### src/rtl/m_mem_arbiter.sv
// Arbitrates one single-port, variable-latency memory between the fetch (I) and load/store (D)
// ports. D wins by default; a bounded D streak guarantees I forward progress.
module m_mem_arbiter #(
    parameter int unsigned AW          = 32,
    parameter int unsigned DW          = 32,
    parameter int unsigned MAX_DSTREAK = 4
) (
    input  logic          w_clk,
    input  logic          w_rst,
    input  logic          w_i_req,
    input  logic [AW-1:0] w_i_addr,
    output logic          w_i_done,
    output logic [DW-1:0] w_i_rdata,
    input  logic          w_d_req,
    input  logic          w_d_we,
    input  logic [AW-1:0] w_d_addr,
    input  logic [DW-1:0] w_d_wdata,
    output logic          w_d_done,
    output logic [DW-1:0] w_d_rdata,
    output logic          w_mem_req,
    output logic          w_mem_we,
    output logic [AW-1:0] w_mem_addr,
    output logic [DW-1:0] w_mem_wdata,
    input  logic          w_mem_ack,
    input  logic [DW-1:0] w_mem_rdata,
    output logic          w_stall
);

    typedef enum logic [2:0] {StIdle, StBusyI, StBusyD, StRespI, StRespD} state_e;

    localparam logic [3:0] MaxStreak = 4'(MAX_DSTREAK);

    state_e        state_q, state_d;
    logic [3:0]    streak_q, streak_d;
    logic          mem_req_q, mem_req_d;
    logic          mem_we_q, mem_we_d;
    logic [AW-1:0] mem_addr_q, mem_addr_d;
    logic [DW-1:0] mem_wdata_q, mem_wdata_d;
    logic [DW-1:0] i_rdata_q, i_rdata_d;
    logic [DW-1:0] d_rdata_q, d_rdata_d;
    logic          grant_i;

    // I wins when D is idle, or when D has used up its streak while I was waiting.
    assign grant_i = w_i_req & (~w_d_req | (streak_q == MaxStreak));

    always_comb begin
        state_d     = state_q;
        streak_d    = streak_q;
        mem_req_d   = mem_req_q;
        mem_we_d    = mem_we_q;
        mem_addr_d  = mem_addr_q;
        mem_wdata_d = mem_wdata_q;
        i_rdata_d   = i_rdata_q;
        d_rdata_d   = d_rdata_q;
        unique case (state_q)
            StIdle: begin
                if (grant_i) begin
                    mem_req_d  = 1'b1;
                    mem_we_d   = 1'b0;
                    mem_addr_d = w_i_addr;
                    streak_d   = 4'd0;
                    state_d    = StBusyI;
                end else if (w_d_req) begin
                    mem_req_d   = 1'b1;
                    mem_we_d    = w_d_we;
                    mem_addr_d  = w_d_addr;
                    mem_wdata_d = w_d_wdata;
                    streak_d    = w_i_req ? streak_q + 4'd1 : 4'd0;
                    state_d     = StBusyD;
                end
            end
            StBusyI: begin
                if (w_mem_ack) begin
                    mem_req_d = 1'b0;
                    i_rdata_d = w_mem_rdata;
                    state_d   = StRespI;
                end
            end
            StBusyD: begin
                if (w_mem_ack) begin
                    mem_req_d = 1'b0;
                    d_rdata_d = w_mem_rdata;
                    state_d   = StRespD;
                end
            end
            StRespI, StRespD: state_d = StIdle;
            default:          state_d = StIdle;
        endcase
    end

    always_ff @(posedge w_clk or posedge w_rst) begin
        if (w_rst) begin
            state_q     <= StIdle;
            streak_q    <= 4'd0;
            mem_req_q   <= 1'b0;
            mem_we_q    <= 1'b0;
            mem_addr_q  <= '0;
            mem_wdata_q <= '0;
            i_rdata_q   <= '0;
            d_rdata_q   <= '0;
        end else begin
            state_q     <= state_d;
            streak_q    <= streak_d;
            mem_req_q   <= mem_req_d;
            mem_we_q    <= mem_we_d;
            mem_addr_q  <= mem_addr_d;
            mem_wdata_q <= mem_wdata_d;
            i_rdata_q   <= i_rdata_d;
            d_rdata_q   <= d_rdata_d;
        end
    end

    assign w_i_done    = (state_q == StRespI);
    assign w_d_done    = (state_q == StRespD);
    assign w_i_rdata   = i_rdata_q;
    assign w_d_rdata   = d_rdata_q;
    assign w_mem_req   = mem_req_q;
    assign w_mem_we    = mem_we_q;
    assign w_mem_addr  = mem_addr_q;
    assign w_mem_wdata = mem_wdata_q;
    assign w_stall     = (w_i_req & ~w_i_done) | (w_d_req & ~w_d_done);

endmodule
### config.mk
export PLATFORM = sky130hd
export DESIGN_NAME = m_mem_arbiter
export DESIGN_NICKNAME = d
export VERILOG_FILES = /design/src/rtl/m_mem_arbiter.sv
export SDC_FILE = /design/constraint.sdc
export NUM_CORES = 1
export LEC_CHECK = 0
export CAP_MARGIN = 25
export CORE_ASPECT_RATIO = 1.5
export CORE_UTILIZATION = 35
export CTS_CLUSTER_SIZE = 14
export DETAILED_ROUTE_END_ITERATION = 12
export GPL_ROUTABILITY_DRIVEN = 1
export GPL_TIMING_DRIVEN = 1
export PLACE_DENSITY = 0.76
export SLEW_MARGIN = 20
export SYNTH_ARGS = -nofsm -noshare
export SYNTH_HDL_FRONTEND = slang
export SYNTH_SLANG_ARGS = --single-unit
### constraint.sdc
create_clock -name w_clk -period 6.5 [get_ports w_clk]
set_clock_uncertainty 0.1 [all_clocks]
set_input_delay 1.95 -clock w_clk [delete_from_list [all_inputs] [get_ports w_clk]]
set_output_delay 1.95 -clock w_clk [all_outputs]
set_load 0.1 [all_outputs]
* After elaboration in Yosys (flattened, before gate mapping) *
Cells that the tools add are included.

storage, ports and cells
  flip-flop bits (word level) = 137

operators by class
  add/sub/neg operators = 1
  equal/unequal tests = 9
  muxes and demuxes = 16
  bitwise operators = 9
  reductions and logical operators = 10

operators with widths
  kind                   count
  $mux W32               2
  $mux W3                4
  $mux W4                3
  $pmux W3 S3            1
  $reduce_and A3 Y1      3
  $eq A3 B2 Y1 const B   2
  $reduce_and A2 Y1      3
  $mux W1                5
  $add A4 B1 Y4 const B  1
  $eq A4 B3 Y1 const B   1
  $ne A2 B2 Y1 const B   2
  $not A1 Y1             4
  $reduce_bool A2 Y1     2
  $and A1 B1 Y1          3
  $eq A3 B1 Y1 const B   1
  $eq A3 B3 Y1 const B   1
  $logic_not A3 Y1       1
  $ne A3 B3 Y1 const B   1
  $ne A2 B1 Y1 const B   1
  $or A1 B1 Y1           2
  $pmux W1 S2            1
  $reduce_or A2 Y1       1

* Longest topological paths before layout *
Gate-level depths: netlist of the first run.

  word-level depth = 5
  depth in mapped cells = 7
  depth with buffers taken out = 5

* Worst setup path before layout of the first run *
Ideal clock, no wire load.

  path kind = register -> output
  from = register state_q[1]
  to = output port w_stall
  arrival = 4.829 ns
  path slack = -0.379 ns
  cell stages (with the launch flop) = 4
  path buffers = 1
  cell sequence = dfrtp_1 > buf_4 > nor3b_1 > o21ai_0

on the way
  cells in the longest elaborated chain, start to end = 4

ends and longest elaborated chain
  what                    line  text
  start, declared         33    state_e state_q, state_d;
  start signal, assigned  93    state_q <= StIdle;
  start signal, assigned  102   state_q <= state_d;
  $eq A3 B3 Y1            114   assign w_d_done = (state_q == StRespD);
  via w_d_done            18    output logic w_d_done,
  $not A1 Y1              121   assign w_stall = (w_i_req & ~w_i_done) | (w_d_req & ~w_d_done);
  $and A1 B1 Y1           121
  $or A1 B1 Y1            121
  end, declared           26    output logic w_stall

The timed path passes the listed nets, and every way through them passes these cells.

* Worst setup path after layout of the first run *
  from = input port w_d_req
  to = output port w_stall

on the way
  cells in the longest elaborated chain, start to end = 2

ends and longest elaborated chain
  what             line  text
  start, declared  14    input logic w_d_req,
  $and A1 B1 Y1    121
  $or A1 B1 Y1     121

Every way passes these cells.

==> flow_metrics.tcl, run 1 <==
set metrics [dict create \
    status "finished, final reports clean" \
    endpoint_kind "primary output" \
    drt_iter0_drc 298 \
    post-cts-setup-buffer-count 0 \
    met1_usage 0.204 \
    wirelength_um 17800 \
    core_um2 17300 \
    cts_tree "done" \
    cts_root_buffer "clkbuf_16" \
    die_x_um 110 \
    ant_nets 0 \
    startpoint_type "input port" \
    first_pass_iters 4 \
    setup_viol 0 \
    grt_overflow 0 \
    fin_nets 837 \
    port_buffers 266 \
    ctsResizeCount 0 \
    critPathKind "input port to primary output" \
    slew_headroom 0.281 \
    synth_top_area_share 0.557 \
    grt_use_met3 0.0528 \
    hold_buffers 0 \
    antenna_cells 0 \
    cts_buffer_depth 2 \
    area_growth_pct 55.9 \
    place.gp.congestion 0.743 \
    start_util 0.356 \
    dieArea_um2 18100 \
    avgSynthCellArea_um2 13.7 \
    die_y_um 164 \
    worstMarginPinSlew_ns 1.08 \
    synth_area_um2 6150 \
    finalHoldViolCount 0 \
    grt_pass1_vias 5390 \
    cpMaxStageDelayCell "clkdlybuf4s50_1" \
    place_hpwl_um 12500 \
    gr-max-usage-layer "met2" \
    synth-seq-cells 137 \
    drcViolationCount 0 \
    yosys_warnings 0 \
    finalSetupTns_ns 0 \
    vias 4929 \
    hp-class "register to register" \
    wl_per_cell_um 19.2 \
    clock_latency_ns 0.40 \
    drv_slew 0 \
    viasPerCell 5.32 \
    grt_max_degree 101 \
    period_needed_ns 5.31 \
    gr-usage-all-layers 0.197 \
    netlist.top_cell.by_area "dfrtp_1" \
    grt_pass1_wl_um 27400 \
    antenna_found_initial 0 \
    max_freq_ghz 0.188 \
    rsz0062_at_grt "no" \
    cts_buffers 17 \
    clock_sinks 137 \
    synth.distinct_cells 36 \
    num_rows 59 \
    drive_gt1_frac 0.171 \
    htree_levels 4 \
    synthCells 450 \
    path_cells "clkdlybuf4s50_1, inv_1, o21ai_0, buf_12" \
    grt_use_met2 0.364 \
    synth-seq-area-share 0.557 \
    required_ns 4.45 \
    cp.arrival_ns 3.26 \
    cp_max_fo 6 \
    period_share 0.817 \
    io_pins 267 \
    cts.clk_slew.worst_paths_ns 0.06 \
    drv_cap 0 \
    synth_nets 586 \
    cp_slowest_stage_delay_ns 0.61 \
    synth.area.top_cells "dfrtp_1 (56%), mux2_1 (10%), mux2_2 (7.3%)" \
]
[cells in the final DEF, fill, tap and decap left out, types with 3 or more instances in the layout]
cell / n
clkbuf_16: 17
a2111oi_2: 28
a2111oi_0: 36
bufinv_16: 3
a211oi_1: 32
o21ai_1: 3
mux2_1: 56
clkdlybuf4s50_1: 265
dfrtp_1: 137
nor2_1: 3
o2bb2ai_1: 3
clkinv_4: 4
inv_1: 39
inv_6: 5
mux2_2: 40
buf_4: 6
[cells by family after synthesis]
logic type | share of synthesized area
xor gates and xnor gates | 0.00285
buffers and inverters | 0.0604
AOI/OAI and AO/OA | 0.172
adders and majority gates | 0.00407
and+or+nand+nor | 0.0273
DFF | 0.557
muxes | 0.176
[cells in the mapped netlist]
cell type and n:
a311oi_1 1, buf_2 12, xnor2_1 1, buf_6 5, mux2_1 56, a2111oi_0 36
a211oi_1 32, clkbuf_1 16, a31oi_1 1, nand2_1 3, nand4b_1 1, nor3b_2 1
or3_1 1, o21ai_1 3, buf_1 4, a21oi_1 1, nand3_2 1, o21ai_0 2
nand3_1 2, or2_2 1, xor2_1 1, nor3b_1 1, inv_1 40, ha_1 2
and3b_1 1, dfrtp_1 137, nor3_2 2, nand2b_1 3, o211ai_2 1, a2111oi_2 28
mux2_2 40, nor2_1 4, or3_4 2, or4b_2 1, o2bb2ai_1 3, buf_4 4
[flip-flops by register name (all words and copies together) (netlist names)]
name / cells
w_mem_wdata: 32
w_d_rdata: 32
state_q: 3
w_mem_req: 1
w_mem_we: 1
w_i_rdata: 32
streak_q: 4
w_mem_addr: 32
[layout make-up]
| cell class | count | area, µm² |
|---|---|---|
| inverter | 40 | 155 |
| timing repair buffer | 273 | 2740 |
| multi-input combinational | 232 | 2380 |
| clock buffer | 18 | 429 |
| tap | 213 | 267 |
| sequential | 137 | 3430 |
| fill | 1490 | 7690 |
| clock inverter | 14 | 188 |
[per-layer routing]
metal / up-vias / share of wire
met5: - / 0
met3: 31 / 0.065
met4: 0 / 0.027
li1: 2195 / -
met1: 2500 / 0.35
met2: 203 / 0.55
[metrics by stage]
stage                     setup WS, ns  instances  hold slack [ns]   util  cell area, µm²
final                             1.19        927            0.383  0.555            9590
after global routing              1.10        927            0.410  0.555            9590
after CTS                         1.17        927            0.387  0.555            9590
after detailed placement          1.25        895            0.374  0.519            8970
after global placement            1.21        894            0.367  0.518            8950
after floorplan                  0.137        450            0.388      -            6160
[final timing paths]
| kind | from | endpoint | slack [ns] | depth (start not counted) |
|---|---|---|---|---|
| max | w_d_req | w_stall | 1.19 | 4 |
| min | w_d_rdata[2] | w_d_rdata[2] | 0.38 | 1 |
| max reg2reg | state_q[1] | w_mem_wdata[14] | 4.05 | 3 |
| min reg2reg | w_d_rdata[2] | w_d_rdata[2] | 0.38 | 1 |
| max in group asynchronous | w_rst | w_mem_wdata[22] | 3.15 | 3 |
| min in group asynchronous | w_rst | w_d_rdata[6] | 2.03 | 2 |
[critical path, delay by kind of cell]
kind	cells	cell delay [ns]
buffers and inverters	3	0.94
AOI/OAI and AO/OA	1	0.36
Power of run 1 is not shown: default switching activity piles up to over one toggle a cycle in this logic, so the estimate is an artifact.
==> run 2, diff against run 1 <==
==> constraint.sdc (replaced) <==
create_clock -name w_clk -period 5.4 [get_ports w_clk]
set_clock_uncertainty 0.1 [all_clocks]
set_input_delay 1.62 -clock w_clk [delete_from_list [all_inputs] [get_ports w_clk]]
set_output_delay 1.62 -clock w_clk [all_outputs]
set_load 0.1 [all_outputs]
==> run 2 against run 1 <==
Effect of this change: sequential share of layout area is 0.20 points lower; worst hold slack worse by 0.00067 ns; global-route usage is 0.31 points lower; register-to-register slack worse by 0.86 ns; utilization is 0.31 points higher.
==> flow_metrics.tcl, run 2 (synthesis results as in run 1) <==
set metrics [dict create \
    drcViolationCount 0 \
    wl_per_cell_um 18.7 \
    io_pins 267 \
    clock_latency_ns 0.41 \
    drv_cap 0 \
    layout.cells.non_filler 928 \
    grt_pass1_vias 5217 \
    status "finished, final reports clean" \
    post-cts-setup-buffer-count 0 \
    final_common_cell "clkdlybuf4s50_1" \
    cts.clk_slew.worst_paths_ns 0.06 \
    cp_max_fo 33 \
    cp_slowest_stage_delay_ns 0.80 \
    worstMarginPinSlew_ns 1.02 \
    grt_overflow 0 \
    grt_pass1_wl_um 26900 \
    final_cell_mix "clkdlybuf4s50_1 (265), dfrtp_1 (137), mux2_1 (56), mux2_2 (40), inv_1 (38)" \
    wirelength_um 17300 \
    max_freq_ghz 0.206 \
    vias 4863 \
    required_ns 3.68 \
    core_um2 17300 \
    cts_tree "done" \
    grt_max_degree 92 \
    dieArea_um2 18100 \
    path_delay_family "buffers and inverters" \
    first_pass_iters 4 \
    hold_buffers 0 \
    finalSetupTns_ns 0 \
    cts_buffer_depth 2 \
    antenna_found_initial 0 \
    startpoint_type "input port" \
    drt_iter0_drc 430 \
    fillCellCount 1428 \
    drv_slew 0 \
    area_growth_pct 56.7 \
    gr-usage-all-layers 0.194 \
    period_share 0.901 \
    cp.arrival_ns 3.14 \
    cpMaxStageDelayCell "clkdlybuf4s50_1" \
    drive_gt1_frac 0.173 \
    slew_headroom 0.315 \
    fin_nets 838 \
    htree_levels 4 \
    num_rows 59 \
    ant_nets 0 \
    clock_sinks 137 \
    port_buffers 266 \
    path_buf_inv 3 \
    antenna_cells 0 \
    critPathKind "input port to primary output" \
    cts_root_buffer "clkbuf_16" \
    worst_hold_slack_ns 0.382 \
    period_needed_ns 4.86 \
    die_x_um 110 \
    viasPerCell 5.24 \
    cts_buffers 17 \
    finalHoldViolCount 0 \
    ctsResizeCount 0 \
    dp_cells 895 \
    endpoint_kind "primary output" \
    setup_viol 0 \
    die_y_um 164 \
    start_util 0.356 \
    path_cells "clkdlybuf4s50_1, inv_12, o21ai_0, buf_12" \
    place_hpwl_um 12000 \
    hp-class "register to register" \
    place.gp.congestion 0.775 \
    rsz0062_at_grt "no" \
]
[run 2: worst register-to-register path, stage by stage, from the launching register on]
cell       delay [ns]
dfrtp_1          0.51
or3_4            0.73
a2111oi_0        0.62
a211oi_1         0.11
[run 2: final timing paths]
path	start	endpoint	slack, ns	depth (start not counted)
max in group asynchronous	w_rst	w_d_rdata[11]	2.78	3
setup reg to reg	state_q[1]	w_mem_addr[24]	3.19	3
hold / removal	w_d_rdata[12]	w_d_rdata[12]	0.38	1
hold reg to reg	w_d_rdata[12]	w_d_rdata[12]	0.38	1
min in group asynchronous	w_rst	w_mem_wdata[17]	1.66	2
setup / recovery	w_d_req	w_stall	0.54	4
[run 2: cell type report]
cell class	count	area [µm²]	share of cell area
timing repair buffer	274	2770	0.287
multi-input combinational	232	2380	0.247
inverter	40	168	0.0174
tap	213	267	0.0276
sequential	137	3430	0.356
clock buffer	19	453	0.0470
clock inverter	13	180	0.0187
[run 2: routing by layer]
metal  GRT usage  vias up  part of all wire
met5           0        -                 0
met4      0.0807        0             0.022
met2       0.341      194              0.53
met3      0.0556       28             0.068
met1       0.215     2441              0.38
li1            -     2200                 -
[run 2: through the flow]
step | cell area [µm²] | setup WS [ns] | util
after floorplan | 6180 | -0.201 | -
after global placement | 8980 | 0.595 | 0.520
after detailed placement | 8980 | 0.557 | 0.520
after CTS | 9610 | 0.547 | 0.556
after global routing | 9640 | 0.512 | 0.558
final | 9640 | 0.536 | 0.558
Power of run 2 is left out for the same reason.
==> run 3, diff against run 2 <==
--- a/config.mk
+++ b/config.mk
@@ -13,7 +13,7 @@
 export GPL_ROUTABILITY_DRIVEN = 1
 export GPL_TIMING_DRIVEN = 1
 export PLACE_DENSITY = 0.76
-export SLEW_MARGIN = 20
+export SLEW_MARGIN = 0
 export SYNTH_ARGS = -nofsm -noshare
 export SYNTH_HDL_FRONTEND = slang
 export SYNTH_SLANG_ARGS = --single-unit
==> run 3 against run 2 <==
Effect of this change: wire length down 0.24%; non-clock buffer count rose by 1; worst hold slack hardly changed; cell count is 0.11% higher; setup slack improved by 0.0091 ns; largest cell class unchanged; utilization up 0.080 points; global-route usage unchanged; first-iteration DRC count fell by 24%; sequential share of layout area decreased by 0.051 points; maximum frequency is 0.19% higher; via count grew 0.35%; register-to-register slack is essentially flat.
==> flow_metrics.tcl, run 3 (synthesis results as in run 1) <==
set metrics [dict create \
    period_share 0.899 \
    core_um2 17300 \
    period_needed_ns 4.85 \
    required_ns 3.68 \
    r2r-end "w_mem_addr[24]" \
    ctsResizeCount 0 \
    drv_cap 0 \
    hold_buffers 0 \
    clock_latency_ns 0.41 \
    final_cell_mix "clkdlybuf4s50_1 (265), dfrtp_1 (137), mux2_1 (56), mux2_2 (40), inv_1 (38)" \
    io_pins 267 \
    num_rows 59 \
    stdcell_area_um2 9650 \
    slew_headroom 0.310 \
    viasPerCell 5.25 \
    worstMarginPinSlew_ns 1.03 \
    wirelength_um 17300 \
    ant_nets 0 \
    grt_use_met3 0.0556 \
    cp_max_fo 33 \
    endpoint_kind "primary output" \
    antenna_cells 0 \
    r2r_slack_ns 3.20 \
    fin_nets 839 \
    rsz0062_at_grt "no" \
    start_util 0.356 \
    status "finished, final reports clean" \
    final_common_cell "clkdlybuf4s50_1" \
    fillCellCount 1426 \
    max_freq_ghz 0.206 \
    gr-max-usage-layer "met2" \
    cts_tree "done" \
    antenna_found_initial 0 \
    first_pass_iters 4 \
    drt_iter0_drc 325 \
    cts_buffer_depth 2 \
    finalHoldViolCount 0 \
    cts_buffers 17 \
    gr-usage-all-layers 0.194 \
    wl_per_cell_um 18.6 \
    min_from "w_d_rdata[12]" \
    grt_use_met2 0.341 \
    cts.clk_slew.worst_paths_ns 0.06 \
    rr_startpoint "state_q[1]" \
    setup_viol 0 \
    post-cts-setup-buffer-count 0 \
    grt_pass1_wl_um 26900 \
    cts_root_buffer "clkbuf_16" \
    drv_slew 0 \
    area_growth_pct 57.0 \
    startpoint_type "input port" \
    place_area_um2 8980 \
    die_x_um 110 \
    port_buffers 266 \
    grt_pass1_vias 5217 \
    drive_gt1_frac 0.173 \
    clock_sinks 137 \
    hp-class "register to register" \
    met1_usage 0.215 \
    place_hpwl_um 12000 \
    die_y_um 164 \
    worstRegToRegCells 3 \
    whs_endpoint "w_d_rdata[12]" \
    cp.arrival_ns 3.13 \
    vias 4880 \
    grt_overflow 0 \
    hold_depth 1 \
    htree_levels 4 \
    place.gp.congestion 0.775 \
    critPathKind "input port to primary output" \
    dieArea_um2 18100 \
    grt_max_degree 92 \
    drcViolationCount 0 \
]
-- run 3: cell types whose count changed in the layout (fill, tap and decap cells not counted), sizes merged --
cell  before  now
buf        9   10
-- run 3: worst max-delay path by stage --
| stage | startpoint | end | slack [ns] | cells after the start |
|---|---|---|---|---|
| after floorplan | w_d_req | w_stall | -0.20 | 3 |
| after global placement | w_d_req | w_stall | 0.59 | 4 |
| after detailed placement | w_d_req | w_stall | 0.56 | 4 |
| after CTS | w_d_req | w_stall | 0.55 | 4 |
| after global routing | w_d_req | w_stall | 0.51 | 4 |
| final | w_d_req | w_stall | 0.55 | 4 |
-- run 3: per-stage QoR --
step	setup slack, ns	util	instances	hold slack [ns]	TNS, ns
CTS	0.547	0.556	927	0.389	0
global route	0.512	0.559	929	0.407	0
floorplan	-0.201	-	450	0.388	-0.201
global placement	0.595	0.520	895	0.367	0
detailed placement	0.557	0.520	895	0.374	0
finish	0.545	0.559	929	0.382	0
-- run 3: area by class of cell --
class / instances / area [µm²] / area share
Clock inverter: 13 / 180 / 0.0187
Inverter: 40 / 168 / 0.0174
Tap cell: 213 / 267 / 0.0276
Sequential cell: 137 / 3430 / 0.355
Timing Repair Buffer: 275 / 2780 / 0.288
Clock buffer: 19 / 453 / 0.0469
Multi-Input combinational cell: 232 / 2380 / 0.246
-- run 3: metal layers --
metal,part of all wire,routed length (µm)
met1,0.37,6460
met2,0.53,9190
met3,0.071,1230
met4,0.023,389
met5,0,0
-- run 3: critical path, stage by stage --
cell and delay (ns):
clkdlybuf4s50_1 0.79, inv_12 0.13, o21ai_0 0.35, buf_12 0.23
Power of run 3 is left out for the same reason.
